**src/rtl/regfile_wb_sched_if.sv**
```systemverilog
// Handshake and bus bundle between execute/memory, decode and the write-back scheduler.
// The slave modport is the scheduler's view; master is the surrounding pipeline's view.
interface regfile_wb_sched_if #(
    parameter int DATA_W = 16,
    parameter int ADDR_W = 4
) ();
    logic              issue_valid;
    logic [ADDR_W-1:0] issue_dest;
    logic              issue_ready;

    logic              src0_valid;
    logic [ADDR_W-1:0] src0_dest;
    logic [DATA_W-1:0] src0_data;
    logic              src0_ready;

    logic              src1_valid;
    logic [ADDR_W-1:0] src1_dest;
    logic [DATA_W-1:0] src1_data;
    logic              src1_ready;

    logic              reg_write_e;
    logic [ADDR_W-1:0] reg_write_dest;
    logic [DATA_W-1:0] reg_write_data;

    logic [ADDR_W-1:0] rd_addr;
    logic [ADDR_W-1:0] rd_addr2;
    logic              hazard;
    logic              hazard2;
    logic              wb_err;

    modport slave (
        input  issue_valid, issue_dest,
        output issue_ready,
        input  src0_valid, src0_dest, src0_data,
        output src0_ready,
        input  src1_valid, src1_dest, src1_data,
        output src1_ready,
        output reg_write_e, reg_write_dest, reg_write_data,
        input  rd_addr, rd_addr2,
        output hazard, hazard2, wb_err
    );

    modport master (
        output issue_valid, issue_dest,
        input  issue_ready,
        output src0_valid, src0_dest, src0_data,
        input  src0_ready,
        output src1_valid, src1_dest, src1_data,
        input  src1_ready,
        input  reg_write_e, reg_write_dest, reg_write_data,
        output rd_addr, rd_addr2,
        input  hazard, hazard2, wb_err
    );
endinterface

```
**src/rtl/regfile_wb_sched.sv**
```systemverilog
// Round-robin write-back arbiter for the register file write port, with a
// per-register outstanding-write scoreboard feeding decode hazard detection.
module regfile_wb_sched #(
    parameter int DATA_W = 16,
    parameter int ADDR_W = 4,
    parameter int CNT_W  = 2
) (
    input  logic               clk,
    input  logic               rst_n,
    regfile_wb_sched_if.slave  bus
);
    localparam int NREG = 1 << ADDR_W;
    localparam logic [CNT_W-1:0] CNT_MAX = {CNT_W{1'b1}};

    logic [CNT_W-1:0]  cnt_q [NREG];
    logic [CNT_W-1:0]  cnt_d [NREG];
    logic              we_q, we_d;
    logic [ADDR_W-1:0] dest_q, dest_d;
    logic [DATA_W-1:0] data_q, data_d;
    logic              rr_q, rr_d;
    logic              err_q, err_d;

    logic              gnt0, gnt1;
    logic              dec_hit, issue_ok;
    logic [NREG-1:0]   inc_v, dec_v;

    // rr_q names the favoured source when both request; it flips to the other one on each grant
    always_comb begin
        gnt0   = bus.src0_valid & (~bus.src1_valid | ~rr_q);
        gnt1   = bus.src1_valid & (~bus.src0_valid |  rr_q);
        rr_d   = rr_q;
        we_d   = gnt0 | gnt1;
        dest_d = dest_q;
        data_d = data_q;
        if (gnt1) begin
            rr_d   = 1'b0;
            dest_d = bus.src1_dest;
            data_d = bus.src1_data;
        end else if (gnt0) begin
            rr_d   = 1'b1;
            dest_d = bus.src0_dest;
            data_d = bus.src0_data;
        end
    end

    // A write leaving the pipe this cycle frees a slot, so a saturated register may still accept an issue
    always_comb begin
        dec_hit  = we_q && (dest_q == bus.issue_dest);
        issue_ok = (cnt_q[bus.issue_dest] != CNT_MAX) || dec_hit;
        err_d    = err_q | (we_q && (cnt_q[dest_q] == '0));
        inc_v    = '0;
        dec_v    = '0;
        for (int r = 0; r < NREG; r++) begin
            inc_v[r] = bus.issue_valid && issue_ok && (bus.issue_dest == ADDR_W'(r));
            dec_v[r] = we_q && (dest_q == ADDR_W'(r));
            cnt_d[r] = cnt_q[r];
            if (inc_v[r] && !dec_v[r]) begin
                cnt_d[r] = cnt_q[r] + 1'b1;
            end else if (dec_v[r] && !inc_v[r] && (cnt_q[r] != '0)) begin
                cnt_d[r] = cnt_q[r] - 1'b1;
            end
        end
    end

    always_ff @(posedge clk or negedge rst_n) begin
        if (!rst_n) begin
            we_q   <= 1'b0;
            dest_q <= '0;
            data_q <= '0;
            rr_q   <= 1'b0;
            err_q  <= 1'b0;
            for (int r = 0; r < NREG; r++) begin
                cnt_q[r] <= '0;
            end
        end else begin
            we_q   <= we_d;
            dest_q <= dest_d;
            data_q <= data_d;
            rr_q   <= rr_d;
            err_q  <= err_d;
            for (int r = 0; r < NREG; r++) begin
                cnt_q[r] <= cnt_d[r];
            end
        end
    end

    assign bus.src0_ready     = gnt0;
    assign bus.src1_ready     = gnt1;
    assign bus.issue_ready    = issue_ok;
    assign bus.reg_write_e    = we_q;
    assign bus.reg_write_dest = dest_q;
    assign bus.reg_write_data = data_q;
    assign bus.hazard         = (cnt_q[bus.rd_addr]  != '0);
    assign bus.hazard2        = (cnt_q[bus.rd_addr2] != '0);
    assign bus.wb_err         = err_q;
endmodule

```
**src/flat_wrapper.sv**
```systemverilog
// flat-port wrapper written by rule: the top's interface ports become plain ports
module regfile_wb_sched_flat 
#(
    parameter int DATA_W = 16,
    parameter int ADDR_W = 4,
    parameter int CNT_W  = 2
)
  (clk, rst_n, bus_issue_valid, bus_issue_dest, bus_issue_ready, bus_src0_valid, bus_src0_dest, bus_src0_data, bus_src0_ready, bus_src1_valid, bus_src1_dest, bus_src1_data, bus_src1_ready, bus_reg_write_e, bus_reg_write_dest, bus_reg_write_data, bus_rd_addr, bus_rd_addr2, bus_hazard, bus_hazard2, bus_wb_err);
  regfile_wb_sched_if #(.DATA_W(DATA_W), .ADDR_W(ADDR_W)) bus_i ();
  input  logic clk;
  input  logic rst_n;
  input wire logic [$bits(bus_i.issue_valid)-1:0] bus_issue_valid;
  input wire logic [$bits(bus_i.issue_dest)-1:0] bus_issue_dest;
  output wire logic [$bits(bus_i.issue_ready)-1:0] bus_issue_ready;
  input wire logic [$bits(bus_i.src0_valid)-1:0] bus_src0_valid;
  input wire logic [$bits(bus_i.src0_dest)-1:0] bus_src0_dest;
  input wire logic [$bits(bus_i.src0_data)-1:0] bus_src0_data;
  output wire logic [$bits(bus_i.src0_ready)-1:0] bus_src0_ready;
  input wire logic [$bits(bus_i.src1_valid)-1:0] bus_src1_valid;
  input wire logic [$bits(bus_i.src1_dest)-1:0] bus_src1_dest;
  input wire logic [$bits(bus_i.src1_data)-1:0] bus_src1_data;
  output wire logic [$bits(bus_i.src1_ready)-1:0] bus_src1_ready;
  output wire logic [$bits(bus_i.reg_write_e)-1:0] bus_reg_write_e;
  output wire logic [$bits(bus_i.reg_write_dest)-1:0] bus_reg_write_dest;
  output wire logic [$bits(bus_i.reg_write_data)-1:0] bus_reg_write_data;
  input wire logic [$bits(bus_i.rd_addr)-1:0] bus_rd_addr;
  input wire logic [$bits(bus_i.rd_addr2)-1:0] bus_rd_addr2;
  output wire logic [$bits(bus_i.hazard)-1:0] bus_hazard;
  output wire logic [$bits(bus_i.hazard2)-1:0] bus_hazard2;
  output wire logic [$bits(bus_i.wb_err)-1:0] bus_wb_err;
  assign bus_i.issue_valid = bus_issue_valid;
  assign bus_i.issue_dest = bus_issue_dest;
  assign bus_issue_ready = bus_i.issue_ready;
  assign bus_i.src0_valid = bus_src0_valid;
  assign bus_i.src0_dest = bus_src0_dest;
  assign bus_i.src0_data = bus_src0_data;
  assign bus_src0_ready = bus_i.src0_ready;
  assign bus_i.src1_valid = bus_src1_valid;
  assign bus_i.src1_dest = bus_src1_dest;
  assign bus_i.src1_data = bus_src1_data;
  assign bus_src1_ready = bus_i.src1_ready;
  assign bus_reg_write_e = bus_i.reg_write_e;
  assign bus_reg_write_dest = bus_i.reg_write_dest;
  assign bus_reg_write_data = bus_i.reg_write_data;
  assign bus_i.rd_addr = bus_rd_addr;
  assign bus_i.rd_addr2 = bus_rd_addr2;
  assign bus_hazard = bus_i.hazard;
  assign bus_hazard2 = bus_i.hazard2;
  assign bus_wb_err = bus_i.wb_err;
  regfile_wb_sched #(.DATA_W(DATA_W), .ADDR_W(ADDR_W), .CNT_W(CNT_W)) u_core (.clk(clk), .rst_n(rst_n), .bus(bus_i));
endmodule
```
**config.mk**
```make
export PLATFORM = sky130hd
export DESIGN_NAME = regfile_wb_sched_flat
export DESIGN_NICKNAME = d
export VERILOG_FILES = /design/src/rtl/regfile_wb_sched_if.sv /design/src/rtl/regfile_wb_sched.sv /design/src/flat_wrapper.sv
export SDC_FILE = /design/constraint.sdc
export NUM_CORES = 1
export LEC_CHECK = 0
export CAP_MARGIN = 20
export CORE_ASPECT_RATIO = 0.8
export CORE_MARGIN = 10
export CORE_UTILIZATION = 23
export CTS_CLUSTER_SIZE = 30
export DETAILED_ROUTE_END_ITERATION = 16
export GPL_TIMING_DRIVEN = 0
export SETUP_SLACK_MARGIN = 0.3
export SLEW_MARGIN = 25
export SYNTH_ARGS = -nofsm -noshare
export SYNTH_HDL_FRONTEND = slang
export SYNTH_SLANG_ARGS = --single-unit
```
**constraint.sdc**
```tcl
create_clock -name clk -period 3.2 [get_ports clk]
set_clock_uncertainty 0.05 [all_clocks]
set_input_delay 0.48 -clock clk [delete_from_list [all_inputs] [get_ports clk]]
set_output_delay 0.48 -clock clk [all_outputs]
set_load 0.02 [all_outputs]
```
==> qor.csv, run 1 <==
stage,metric,value,unit
run_status,run status,finished clean,
power,highest ir drop seen on vdd,0.0002026,V
logic_synthesis,post-synthesis average cell area,7.974,sq um
placed_design,final RePlAce weighted congestion,0.9535,
cts,clk buf depth,2,
drt,via count of the routed design,4345,
critical_path,crit path max fanout,8,
logic_synthesis,"EDFF count, synth",0,
cts,clock latency reported for the late side of the worst-skew pair,0.31,ns
finish,"Net count, final",660,
grt,GRT Resource Usage Total,0.1269,
power,leakage power,2.080,nW
drt,first drt pass iteration count,5,
run,maxcap violations,0,
logic_synthesis,Yosys warning total,0,
finish,Antenna diodes,0,
drt,1st-iter DRT viols,481,
timing,unrepaired setup endpoints after global routing,false,
cts,clock sink count,55,
finish,post-route non-filler standard cell count,829,
drt,post-DR wirelength/cell,18.59,um
grt,initial antenna violation count,0,
logic_synthesis,synthesized instance count,512,
critical_path,arrival time worst endpoint,2.30,ns
timing,worst rel slew slack,0.5809,
critical_path,type of origin of the critical path,flop,
drt,Via-to-Cell Ratio,5.241,
logic_synthesis,fraction of registers with async set or reset after synthesis,1.000,
min_path,path category of the worst min-delay check,in -> async,
finish,area used by multi-input combinational logic,0.002452,sq mm
floorplan,core region area,0.01738,sq mm
floorplan,area of the die,0.02351,sq mm
floorplan,Die X-Extent,169.0,um
grt,via count of the first global-routing pass,4079,
logic_synthesis,share of the yosys chip area belonging to registers,0.3371,
floorplan,num ports,84,
drt,detailed-routed wire length on met3,870,um
drt,wire length after detailed routing,15.41,mm
timing,top achievable clock speed,0.3532,GHz
timing,Max Transition Viols Final,0,
drt,routed length on met2,7.283,mm
logic_synthesis,most used flip-flop cell after synthesis,sky130_fd_sc_hd__dfrtp_1,
floorplan,height of the die,139.2,um
timing,final setup vio count,0,
finish,fraction of layout cells with a size suffix above 1,0.1026,
cts,clock root buffer,sky130_fd_sc_hd__clkbuf_16,
finish,Register Area,0.001386,sq mm
grt,global route total overflow,0,
cts,level count of the clock H-tree,2,
cts,clock transition at the registers of the reported paths,0.08,ns
critical_path,kind of critical path,reg -> out,
drt,drc violations,0,
floorplan,effective utilization at floorplan,0.2349,
timing,minimum clock period after layout,2.831,ns
drt,wire length the detailed router placed on met1,6.995,mm
drt,Max Used Layer,met4,
timing,slew at the pin with the worst max-slew slack,0.6287,ns
placed_design,number of port buffers,80,
placed_design,placed insts,818,
logic_synthesis,distinct cell type count after synthesis,38,
drt,number of routed nets with antenna violations,0,
logic_synthesis,net count of the mapped netlist,569,
finish,layout filler cell count,1852,
placed_design,Detail Placement HPWL,11.61,mm
grt,global-route wire length before repair,24.14,mm
cts,hold-fix buffers at CTS,0,
finish,synth-to-layout area growth,31.57,%
power,Tot Pwr,3.583,mW
cts,total clock buffers created by CTS,5,
timing,endpoints failing hold,0,
floorplan,site row count,43,
placed_design,worst setup slack after placement,-0.5898,ns
critical_path,Worst Path Required,2.67,ns
timing,final critical-path share of the clock period,0.8847,
power,Power Dens Cells,667.1,mW/mm^2
grt,pin count of the biggest net entering global routing,30,
cts,CTS tree,done,
timing,Setup WS post-layout,0.3689,ns
logic_synthesis,post-synth design cell area,0.004083,sq mm
critical_path,crit path capture type,output port,
logic_synthesis,count of state elements after synthesis,55,
-- worst paths after layout --
path,slack [ns],depth (start not counted),to,startpoint
worst max-delay path,0.37,5,bus_hazard,u_core.cnt_q[18]
worst min-delay path,0.04,1,u_core.bus.reg_write_data[0],rst_n
worst max register to register,0.81,4,u_core.bus.wb_err,u_core.bus.reg_write_dest[2]
worst min register to register,0.41,1,u_core.bus.wb_err,u_core.bus.wb_err
max in group asynchronous,2.54,2,u_core.cnt_q[1],rst_n
min in group clk,0.41,1,u_core.bus.wb_err,u_core.bus.wb_err
-- critical path, stage by stage, from the launching register on --
cell and delay (ns):
sky130_fd_sc_hd__dfrtp_1 0.50, sky130_fd_sc_hd__nor2_1 0.15, sky130_fd_sc_hd__mux4_2 0.47, sky130_fd_sc_hd__mux4_2 0.46, sky130_fd_sc_hd__inv_1 0.06, sky130_fd_sc_hd__dlygate4sd2_1 0.36
-- metrics by stage --
step | TNS [ns] | area (sq um) | util | hold slack [ns]
floorplan | 0 | 4083 | - | 0.1344
global route | 0 | 5371 | 0.3091 | 0.06385
global placement | -22.18 | 5165 | 0.2972 | 0.3933
CTS | 0 | 5339 | 0.3072 | 0.05632
finish | 0 | 5371 | 0.3091 | 0.04072
detailed placement | -0.9679 | 5182 | 0.2982 | 0.3906
-- power by group --
| group | leakage, nW | switching [mW] | internal, mW |
|---|---|---|---|
| logic | 1.39 | 0.868 | 0.796 |
| clock network | 0.0664 | 0.296 | 0.294 |
| registers | 0.628 | 0.388 | 0.940 |
-- layout by cell type (no fill, tap or decap), types with 19 or more instances in the layout --
| cell | n |
|---|---|
| sky130_fd_sc_hd__inv_1 | 26 |
| sky130_fd_sc_hd__a21oi_1 | 20 |
| sky130_fd_sc_hd__nand4_1 | 32 |
| sky130_fd_sc_hd__o21ai_0 | 19 |
| sky130_fd_sc_hd__nand2_1 | 36 |
| sky130_fd_sc_hd__nand3b_1 | 20 |
| sky130_fd_sc_hd__clkbuf_1 | 19 |
| sky130_fd_sc_hd__clkdlybuf4s50_1 | 71 |
| sky130_fd_sc_hd__a31oi_1 | 21 |
| sky130_fd_sc_hd__nand3_1 | 75 |
| sky130_fd_sc_hd__dfrtp_1 | 47 |
| sky130_fd_sc_hd__o22ai_1 | 21 |
| sky130_fd_sc_hd__nor2_1 | 79 |
-- per-layer routing --
layer,vias to the layer above,GRT usage
met1,2112,0.1748
met4,0,0.04071
met5,-,0
li1,2076,-
met3,19,0.02295
met2,138,0.1950
-- kinds of logic after synthesis --
group | after synthesis | synth area share
AND/OR/NAND/NOR | 265 | 0.3187
AO/OA/AOI/OAI | 106 | 0.1646
buffers and inverters | 60 | 0.06436
flip-flops | 55 | 0.3371
multiplexers | 22 | 0.1067
XOR/XNOR | 4 | 0.008580
-- area by class of cell --
cell class	instances	area share
plain buffers	34	0.03215
clock buffers	5	0.02329
clock inverters	3	0.004426
inverters	26	0.01817
multi-input cells	397	0.4566
flip-flops and latches	55	0.2581
well taps	225	0.05241
repair buffers	84	0.1549
-- registers in the layout, summed over array words and instances (netlist names) --
| register | count |
|---|---|
| u_core.bus.reg_write_e | 1 |
| u_core.bus.wb_err | 1 |
| u_core.bus.reg_write_dest | 4 |
| u_core.rr_q | 1 |
| u_core.cnt_q | 32 |
| u_core.bus.reg_write_data | 16 |
-- cells in the mapped netlist (2+ instances only) --
cell type	n	area share
sky130_fd_sc_hd__a21oi_1	20	0.025
sky130_fd_sc_hd__nand3b_1	20	0.037
sky130_fd_sc_hd__buf_6	3	0.0083
sky130_fd_sc_hd__o22ai_1	21	0.032
sky130_fd_sc_hd__nand2_1	36	0.033
sky130_fd_sc_hd__nand3_1	75	0.092
sky130_fd_sc_hd__a31oi_1	21	0.032
sky130_fd_sc_hd__inv_1	26	0.024
sky130_fd_sc_hd__clkbuf_1	20	0.018
sky130_fd_sc_hd__nand4_1	32	0.049
sky130_fd_sc_hd__nor2_1	79	0.073
sky130_fd_sc_hd__o22a_1	2	0.0043
sky130_fd_sc_hd__nor2b_1	3	0.0046
sky130_fd_sc_hd__o211ai_1	2	0.0037
sky130_fd_sc_hd__o21ai_0	19	0.023
sky130_fd_sc_hd__buf_2	9	0.011
sky130_fd_sc_hd__mux2i_1	3	0.0074
sky130_fd_sc_hd__nand2b_1	4	0.0061
sky130_fd_sc_hd__mux2_2	2	0.0055
sky130_fd_sc_hd__xnor2_1	4	0.0086
sky130_fd_sc_hd__nor3_1	8	0.0098
sky130_fd_sc_hd__or2_2	2	0.0031
sky130_fd_sc_hd__a22o_1	16	0.034
sky130_fd_sc_hd__mux4_2	17	0.094
sky130_fd_sc_hd__dfrtp_1	55	0.34
-- timing repair --
action | in CTS | in global routing
buffers inserted | 0 | 3
gates resized for setup | 14 | 20
setup endpoints to repair | 3 | 2
(Power assumes the default switching activity.)
==> run 2: changes to the inputs <==
- ABC_CLOCK_PERIOD_IN_PS: unset -> 3200
==> results of run 2 <==
Final layout, timing and power as in run 1 (identical DEF).
==> run 3: changes to the inputs <==
--- a/constraint.sdc
+++ b/constraint.sdc
@@ -3,3 +3,3 @@
 set_input_delay 0.48 -clock clk [delete_from_list [all_inputs] [get_ports clk]]
 set_output_delay 0.48 -clock clk [all_outputs]
-set_load 0.02 [all_outputs]
+set_load 0.01 [all_outputs]
==> qor.csv, run 3 (synthesis gave the netlist of run 1 again) <==
stage,metric,value,unit,change
drt,Via-to-Cell Ratio,5.280,,was 5.241
drt,post-DR wirelength/cell,18.49,um,was 18.59 um
timing,Max Transition Viols Final,0,,unchanged
grt,via count of the first global-routing pass,4102,,was 4079
floorplan,site row count,43,,unchanged
finish,post-route non-filler standard cell count,828,,was 829
finish,number of flip-flops under the largest register name,32,,unchanged
critical_path,R2R depth,4,,unchanged
critical_path,crit path capture type,output port,,unchanged
finish,register ranked first by flip-flop count,u_core.cnt_q,,unchanged
critical_path,arrival time worst endpoint,2.22,ns,was 2.30 ns
cts,hold-fix buffers at CTS,0,,unchanged
finish,most used cells in the layout excluding fill and tap cells,"79 x sky130_fd_sc_hd__nor2_1, 75 x sky130_fd_sc_hd__nand3_1, 71 x sky130_fd_sc_hd__clkdlybuf4s50_1",,unchanged
floorplan,effective utilization at floorplan,0.2349,,unchanged
grt,initial antenna violation count,0,,unchanged
grt,GRT Resource Usage Total,0.1272,,was 0.1269
drt,first drt pass iteration count,5,,unchanged
grt,pin count of the biggest net entering global routing,30,,unchanged
drt,1st-iter DRT viols,464,,was 481
timing,worst rel slew slack,0.5938,,was 0.5809
min_path,path category of the worst min-delay check,in -> async,,unchanged
placed_design,number of port buffers,80,,unchanged
critical_path,kind of critical path,reg -> out,,unchanged
placed_design,placed insts,818,,unchanged
drt,number of routed nets with antenna violations,0,,unchanged
finish,Antenna diodes,0,,unchanged
placed_design,Detail Placement HPWL,11.61,mm,unchanged
finish,area used by multi-input combinational logic,0.002452,sq mm,unchanged
floorplan,Die X-Extent,169.0,um,unchanged
critical_path,Crit Reg-Reg Startpoint,u_core.bus.reg_write_dest[2],,unchanged
finish,fraction of layout cells with a size suffix above 1,0.1078,,was 0.1026
finish,synth-to-layout area growth,31.63,%,was 31.57%
run,maxcap violations,0,,unchanged
cts,clk buf depth,2,,unchanged
finish,Register Area,0.001393,sq mm,was 0.001386 sq mm
critical_path,destination of the worst register-to-register timing path,u_core.bus.wb_err,,unchanged
cts,total clock buffers created by CTS,5,,unchanged
cts,clock latency reported for the late side of the worst-skew pair,0.31,ns,about the same
drt,via count of the routed design,4372,,was 4345
finish,most common library cell in the layout ignoring fill and taps,sky130_fd_sc_hd__nor2_1,,unchanged
cts,clock transition at the registers of the reported paths,0.08,ns,about the same
finish,"Net count, final",659,,was 660
finish,layout filler cell count,1848,,was 1852
floorplan,height of the die,139.2,um,unchanged
floorplan,num ports,84,,unchanged
power,leakage power,2.053,nW,was 2.080 nW
cts,CTS tree,done,,unchanged
critical_path,type of origin of the critical path,flop,,unchanged
cts,clock root buffer,sky130_fd_sc_hd__clkbuf_16,,unchanged
critical_path,Worst R2R Setup Slack,0.82,ns,was 0.81 ns
timing,top achievable clock speed,0.3631,GHz,was 0.3532 GHz
timing,slew at the pin with the worst max-slew slack,0.6047,ns,was 0.6287 ns
grt,global-route wire length before repair,24.21,mm,was 24.14 mm
drt,wire length after detailed routing,15.31,mm,was 15.41 mm
timing,minimum clock period after layout,2.754,ns,was 2.831 ns
power,highest ir drop seen on vdd,0.0002024,V,was 0.0002026 V
power,Power Dens Cells,656.6,mW/mm^2,was 667.1 mW/mm^2
timing,endpoints failing hold,0,,unchanged
timing,final critical-path share of the clock period,0.8606,,was 0.8847
drt,drc violations,0,,unchanged
run_status,run status,finished clean,,unchanged
cts,clock sink count,55,,unchanged
timing,final worst hold slack,0.04248,ns,was 0.04072 ns
floorplan,area of the die,0.02351,sq mm,unchanged
critical_path,crit path max fanout,10,,was 8
critical_path,Worst Path Required,2.67,ns,about the same
cts,level count of the clock H-tree,2,,unchanged
timing,unrepaired setup endpoints after global routing,false,,unchanged
placed_design,final RePlAce weighted congestion,0.9535,,unchanged
grt,global route total overflow,0,,unchanged
floorplan,core region area,0.01738,sq mm,unchanged
timing,final setup vio count,0,,unchanged
run 3: worst max path at each step:
stage                 startpoint               to  slack [ns]  cells past startpoint
2_1_floorplan  bus_issue_dest[1]  bus_issue_ready        0.73                      7
3_3_place_gp   bus_issue_dest[0]  bus_issue_ready       -0.54                      8
3_5_place_dp   bus_issue_dest[0]  bus_issue_ready       -0.52                      8
4_1_cts        bus_issue_dest[1]  bus_issue_ready        0.20                      8
5_1_grt          u_core.cnt_q[1]  bus_issue_ready        0.33                      7
6_report         u_core.cnt_q[1]  bus_issue_ready        0.45                      7
run 3: cell type report:
| class | count | area share |
|---|---|---|
| Tap cell | 225 | 0.05239 |
| Sequential cell | 55 | 0.2591 |
| Clock buffer | 5 | 0.02328 |
| Multi-Input combinational cell | 397 | 0.4563 |
| Clock inverter | 3 | 0.004424 |
| Inverter | 26 | 0.01816 |
| Buffer | 34 | 0.03260 |
| Timing Repair Buffer | 83 | 0.1537 |
run 3: per-layer routing:
metal,global-route usage,up-vias,wire length (um)
met5,0,-,0
met4,0.04071,0,256
met3,0.02295,16,829
met2,0.1962,132,7292
met1,0.1746,2144,6933
li1,-,2080,-
run 3: power breakdown:
part / total [mW] / switching (mW) / internal, mW
clock network: 0.591 / 0.297 / 0.294
registers: 1.33 / 0.382 / 0.947
logic: 1.61 / 0.825 / 0.783
total: 3.53 / 1.50 / 2.02
run 3: through the flow:
step / setup slack [ns] / util / cell area [sq um] / total power [mW] / setup TNS (ns)
2_1_floorplan: 0.7267 / - / 4083 / 2.251 / 0
4_1_cts: 0.1993 / 0.3090 / 5370 / 3.504 / 0
6_report: 0.4461 / 0.3092 / 5374 / 3.529 / 0
3_5_place_dp: -0.5222 / 0.2982 / 5182 / 2.889 / -0.7660
3_3_place_gp: -0.5437 / 0.2972 / 5165 / 2.864 / -21.98
5_1_grt: 0.3290 / 0.3092 / 5374 / 3.754 / 0
run 3: critical path, cell delays in order, from the launching register on:
cell,delay (ns)
sky130_fd_sc_hd__dfrtp_1,0.41
sky130_fd_sc_hd__mux2i_1,0.10
sky130_fd_sc_hd__a32o_1,0.26
sky130_fd_sc_hd__or4_1,0.51
sky130_fd_sc_hd__o22a_1,0.21
sky130_fd_sc_hd__buf_6,0.14
sky130_fd_sc_hd__buf_6,0.15
sky130_fd_sc_hd__clkbuf_2,0.14
run 3: timing repair:
item | CTS | global route
resized for setup | 30 | 6
buffers inserted | 2 | 0
setup endpoints to repair | 3 | 1
